<file path="config.mk">
export PLATFORM = sky130hd
export DESIGN_NAME = uart_tx_parity_framer
export DESIGN_NICKNAME = d
export VERILOG_FILES = /design/src/rtl/uart_tx_parity_framer.sv
export SDC_FILE = /design/constraint.sdc
export NUM_CORES = 1
export LEC_CHECK = 0
export BUFFER_PORTS_ARGS = -buffer_cell sky130_fd_sc_hd__buf_2
export CORE_ASPECT_RATIO = 0.8
export CORE_MARGIN = 5
export CORE_UTILIZATION = 40
export DETAILED_ROUTE_END_ITERATION = 6
export GPL_ROUTABILITY_DRIVEN = 0
export PLACE_DENSITY = 0.61
export SETUP_SLACK_MARGIN = 0.05
export SLEW_MARGIN = 20
export SYNTH_ARGS = -nofsm -noshare
export SYNTH_HDL_FRONTEND = slang
export SYNTH_SLANG_ARGS = --single-unit
</file>
<file path="constraint.sdc">
create_clock -name clk -period 5.05 [get_ports clk]
set_input_delay 1.01 -clock clk [delete_from_list [all_inputs] [get_ports clk]]
set_output_delay 1.01 -clock clk [all_outputs]
set_load 0.01 [all_outputs]
</file>
<file path="src/rtl/uart_tx_parity_framer.sv">
// UART transmit framer: start bit, DATA_W data bits (LSB first), optional
// parity bit and one or two stop bits, each held CLKS_PER_BIT clocks.
// Every output is registered, so tx_out has no combinational path from inputs.
module uart_tx_parity_framer #(
    parameter int DATA_W       = 8,
    parameter int CLKS_PER_BIT = 868
) (
    input  logic              clk,
    input  logic              rst_n,
    input  logic [DATA_W-1:0] data_in,
    input  logic              tx_start_in,
    input  logic [2:0]        parity_mode_in,
    input  logic              two_stop_in,
    output logic              tx_out,
    output logic              busy_out,
    output logic              done_out,
    output logic              parity_bit_out
);
    localparam int CNT_W = $clog2(CLKS_PER_BIT);
    localparam int BIT_W = $clog2(DATA_W);
    localparam logic [CNT_W-1:0] BAUD_LAST = CNT_W'(CLKS_PER_BIT - 1);
    localparam logic [BIT_W-1:0] DATA_LAST = BIT_W'(DATA_W - 1);

    typedef enum logic [2:0] {
        S_IDLE   = 3'd0,
        S_START  = 3'd1,
        S_DATA   = 3'd2,
        S_PARITY = 3'd3,
        S_STOP   = 3'd4
    } state_t;

    state_t             state_q, state_nxt;
    logic [CNT_W-1:0]   baud_cnt, baud_nxt;
    logic [BIT_W-1:0]   bit_cnt, bit_nxt;
    logic [DATA_W-1:0]  shift_reg, shift_nxt;
    logic               par_en, par_en_nxt;
    logic               two_stop, two_stop_nxt;
    logic               tx_nxt, busy_nxt, done_nxt, parity_nxt;
    logic               baud_last;

    // Parity value for a word; modes 101-111 behave like "none" (0).
    function automatic logic calc_parity(input logic [DATA_W-1:0] d,
                                         input logic [2:0]        mode);
        case (mode)
            3'b001:  calc_parity = ^d;
            3'b010:  calc_parity = ~^d;
            3'b011:  calc_parity = 1'b1;
            default: calc_parity = 1'b0;
        endcase
    endfunction

    // A parity slot is only transmitted for even, odd, mark and space.
    function automatic logic parity_enabled(input logic [2:0] mode);
        parity_enabled = (mode >= 3'b001) && (mode <= 3'b100);
    endfunction

    assign baud_last = (baud_cnt == BAUD_LAST);

    // Next-state and next-output logic; bit timing advances on baud_last.
    always_comb begin
        state_nxt    = state_q;
        baud_nxt     = baud_cnt;
        bit_nxt      = bit_cnt;
        shift_nxt    = shift_reg;
        par_en_nxt   = par_en;
        two_stop_nxt = two_stop;
        parity_nxt   = parity_bit_out;
        tx_nxt       = tx_out;
        busy_nxt     = busy_out;
        done_nxt     = 1'b0;

        if (state_q != S_IDLE) begin
            baud_nxt = baud_last ? '0 : baud_cnt + 1'b1;
        end

        case (state_q)
            S_IDLE: begin
                tx_nxt   = 1'b1;
                busy_nxt = 1'b0;
                if (tx_start_in && !busy_out) begin
                    state_nxt    = S_START;
                    tx_nxt       = 1'b0;
                    busy_nxt     = 1'b1;
                    baud_nxt     = '0;
                    bit_nxt      = '0;
                    shift_nxt    = data_in;
                    par_en_nxt   = parity_enabled(parity_mode_in);
                    two_stop_nxt = two_stop_in;
                    parity_nxt   = calc_parity(data_in, parity_mode_in);
                end
            end
            S_START: begin
                if (baud_last) begin
                    state_nxt = S_DATA;
                    tx_nxt    = shift_reg[0];
                    bit_nxt   = '0;
                end
            end
            S_DATA: begin
                if (baud_last) begin
                    if (bit_cnt == DATA_LAST) begin
                        bit_nxt = '0;
                        if (par_en) begin
                            state_nxt = S_PARITY;
                            tx_nxt    = parity_bit_out;
                        end else begin
                            state_nxt = S_STOP;
                            tx_nxt    = 1'b1;
                        end
                    end else begin
                        shift_nxt = shift_reg >> 1;
                        tx_nxt    = shift_reg[1];
                        bit_nxt   = bit_cnt + 1'b1;
                    end
                end
            end
            S_PARITY: begin
                if (baud_last) begin
                    state_nxt = S_STOP;
                    tx_nxt    = 1'b1;
                    bit_nxt   = '0;
                end
            end
            S_STOP: begin
                tx_nxt = 1'b1;
                if (baud_last) begin
                    if (two_stop && (bit_cnt == '0)) begin
                        bit_nxt = bit_cnt + 1'b1;
                    end else begin
                        state_nxt = S_IDLE;
                        busy_nxt  = 1'b0;
                        done_nxt  = 1'b1;
                        bit_nxt   = '0;
                    end
                end
            end
            default: begin
                state_nxt = S_IDLE;
                tx_nxt    = 1'b1;
                busy_nxt  = 1'b0;
                baud_nxt  = '0;
                bit_nxt   = '0;
            end
        endcase
    end

    // State and registered outputs; reset drops the frame and idles the line.
    always_ff @(posedge clk or negedge rst_n) begin
        if (!rst_n) begin
            state_q        <= S_IDLE;
            baud_cnt       <= '0;
            bit_cnt        <= '0;
            shift_reg      <= '0;
            par_en         <= 1'b0;
            two_stop       <= 1'b0;
            tx_out         <= 1'b1;
            busy_out       <= 1'b0;
            done_out       <= 1'b0;
            parity_bit_out <= 1'b0;
        end else begin
            state_q        <= state_nxt;
            baud_cnt       <= baud_nxt;
            bit_cnt        <= bit_nxt;
            shift_reg      <= shift_nxt;
            par_en         <= par_en_nxt;
            two_stop       <= two_stop_nxt;
            tx_out         <= tx_nxt;
            busy_out       <= busy_nxt;
            done_out       <= done_nxt;
            parity_bit_out <= parity_nxt;
        end
    end
endmodule

</file>
==> results.tsv <==
metric	value	unit
GRT Resource Usage Total	0.137	
Seq cells post-synth	30	
leakage dissipation	0.846	nW
crit-path cells	ha_1 > nand4_1 > nor4_4 > nor2_1 > o31ai_2 > mux2_1	
# fillers	381	
Area contributors post-synth	dfrtp_1, mux2_2, xnor2_1, nor2_1, xor2_1	
CTS tree	done	
final-report hold violation count	0	
Initial Util	0.410	
top-count cell post-synth	dfrtp_1	
DRC marker count from the first detailed-route iteration	90	
Critical Path Stages	6	
final setup fails	0	
root buf cell	clkbuf_8	
number of synthesized flops with an enable pin	0	
DRT Pass-1 Iters	5	
Sink Count	30	
Max VDD drop	0.225	mV
number of flip-flops in the largest register	10	
die boundary height	68.2	µm
Netlist cell types	42	
r2r endpoint	bit_cnt[0]$_DFFE_PN0P_	
NumNets Final	201	
R2R cell count	6	
Pins Over Slew Limit	0	
sequential share of the synthesized area	0.444	
hold_sp	shift_reg[2]$_DFFE_PN0P_	
Fin Clk Skew	10.6	ps
Bufs on Longest Clock Path	2	
CTS Buf Count	5	
Syn Nets	182	
max cap viols	0	
slowest CP cell	o31ai_2	
I/O Buffers	18	
RR Startpoint	baud_cnt[0]$_DFF_PN0_	
Fin Hold WS	499	ps
GRT overflow	0	
wire length per cell	13.4	µm
Place WS	2310	ps
cell area after synthesis	1690	µm²
worst stage delay on the critical path	710	ps
Tcrit/Tclk final	0.549	
Residual DRC	0	
Die Wd	82.7	µm
top cell type's share of synthesized area	0.429	
Die ar.	5640	µm²
largest net degree at the start of global routing	31	
Post-DRT Antenna Nets	0	
WHS Path Cells	1	
Synth Flop Type	dfrtp_1	
post-placement cell area	1820	µm²
final setup margin	2280	ps
Hold Buf Count CTS	0	
Avg Cell Area, Syn	10.4	µm²
crit path DAT	2920	ps
H-tree level count	2	
worst relative slew slack	0.441	
Async SR Flop Fraction	1.00	
vias in the first global route	1278	
diodes inserted	0	
Synth Warn #	0	
design area	1920	µm²
drt via density	5.08	
Worst-Skew Late Latency	280	ps
Worst-path clk slew	70	ps
Worst R2R Setup Slack	2280	ps
Area growth syn-to-layout	13.7	%
Core ar.	4130	µm²
routed via count	1220	
post_cts resized	0	
pwr/cell area	419	nW/µm²
Max Clk Rate	361	MHz
postcts setup bufs	0	
FP Rows	21	
RSZ-0062 raised after global routing	false	
Critical path buffers and inverters	0	
layout cells sized above 1	0.251	
kind of end point of the critical path	flip-flop	
Fin Setup TNS	0	ps
DP HPWL	2430	µm
I/O Pins	19	
Synth area leader	dfrtp_1	
measured slew at the worst slew-check pin	833	ps
status	completed	
worst endpoint required time	5200	ps
hold path endpoint	shift_reg[2]$_DFFE_PN0P_	
initial antenna violation count	0	
delay-heaviest family, CP	simple AND/OR/NAND/NOR gates	
worst setup path class	reg -> reg	
drt total wl	3210	µm
crit path launch type	flip-flop	
Hold Path Class	reg -> reg	
Critical Path Fanout Max	12	
fin crit period	2770	ps
Gate Count Post-Synth	163	
first-pass GRT wire length	5800	µm
top cells by count, synth	dfrtp_1, nor2_1, mux2_2	
## cell usage in the layout, fill, tap and decap left out, types with 5 or more instances in the layout
master	instances
dfrtp_1	29
buf_2	18
nor2_1	17
mux2_2	16
nand2_1	11
xnor2_1	9
nand3_1	8
xor2_1	7
inv_1	7
o21ai_0	5
clkbuf_8	5
## through the flow
stage               utilization  power, mW  instances
finish                    0.466      0.807        240
CTS                       0.466      0.815        240
global placement          0.441      0.569        232
floorplan                     -      0.516        163
detailed placement        0.441      0.579        232
global route              0.466      0.862        240
## routing by layer
layer | GRT usage | vias to the layer above | routed length (µm)
met3 | 0.0395 | 4 | 87
met4 | 0.0531 | 0 | 51
met2 | 0.214 | 20 | 1430
met1 | 0.179 | 585 | 1650
met5 | 0 | - | 0
li1 | - | 611 | -
## worst max path at each step
stage | slack (ps) | end | start
finish | 2280 | bit_cnt[0]$_DFFE_PN0P_ | baud_cnt[0]$_DFF_PN0_
global route | 2050 | bit_cnt[0]$_DFFE_PN0P_ | baud_cnt[0]$_DFF_PN0_
CTS | 2290 | bit_cnt[0]$_DFFE_PN0P_ | baud_cnt[0]$_DFF_PN0_
detailed placement | 2310 | bit_cnt[2]$_DFFE_PN0P_ | baud_cnt[0]$_DFF_PN0_
global placement | 2380 | bit_cnt[2]$_DFFE_PN0P_ | tx_start_in
floorplan | 2910 | bit_cnt[0]$_DFFE_PN0P_ | tx_start_in
## area by class of cell
class / count / area [µm²] / share of cell area
clock buffer: 7 / 76.3 / 0.0397
clock inverter: 1 / 30.0 / 0.0156
inverter: 7 / 26.3 / 0.0137
multi-input combinational: 120 / 878 / 0.456
sequential: 30 / 752 / 0.391
tap: 57 / 71.3 / 0.0371
timing repair buffer: 18 / 90.1 / 0.0468
## report_power, final
part	total [mW]	switching, mW	leakage [nW]	internal (mW)
Combinational	0.193	0.0914	0.413	0.101
Clock	0.233	0.0853	0.0524	0.147
Sequential	0.381	0.0637	0.381	0.317
Total	0.807	0.240	0.846	0.566
## cells by family after synthesis
group,count (synthesis),share of synthesized area
AOI/OAI and AO/OA,24,0.0968
xor gates and xnor gates,16,0.0828
adders and majority gates,4,0.0296
buffers and inverters,13,0.0370
DFF,30,0.444
muxes,21,0.137
and+or+nand+nor,55,0.173
No activity file was read; power rests on OpenSTA's default activity.
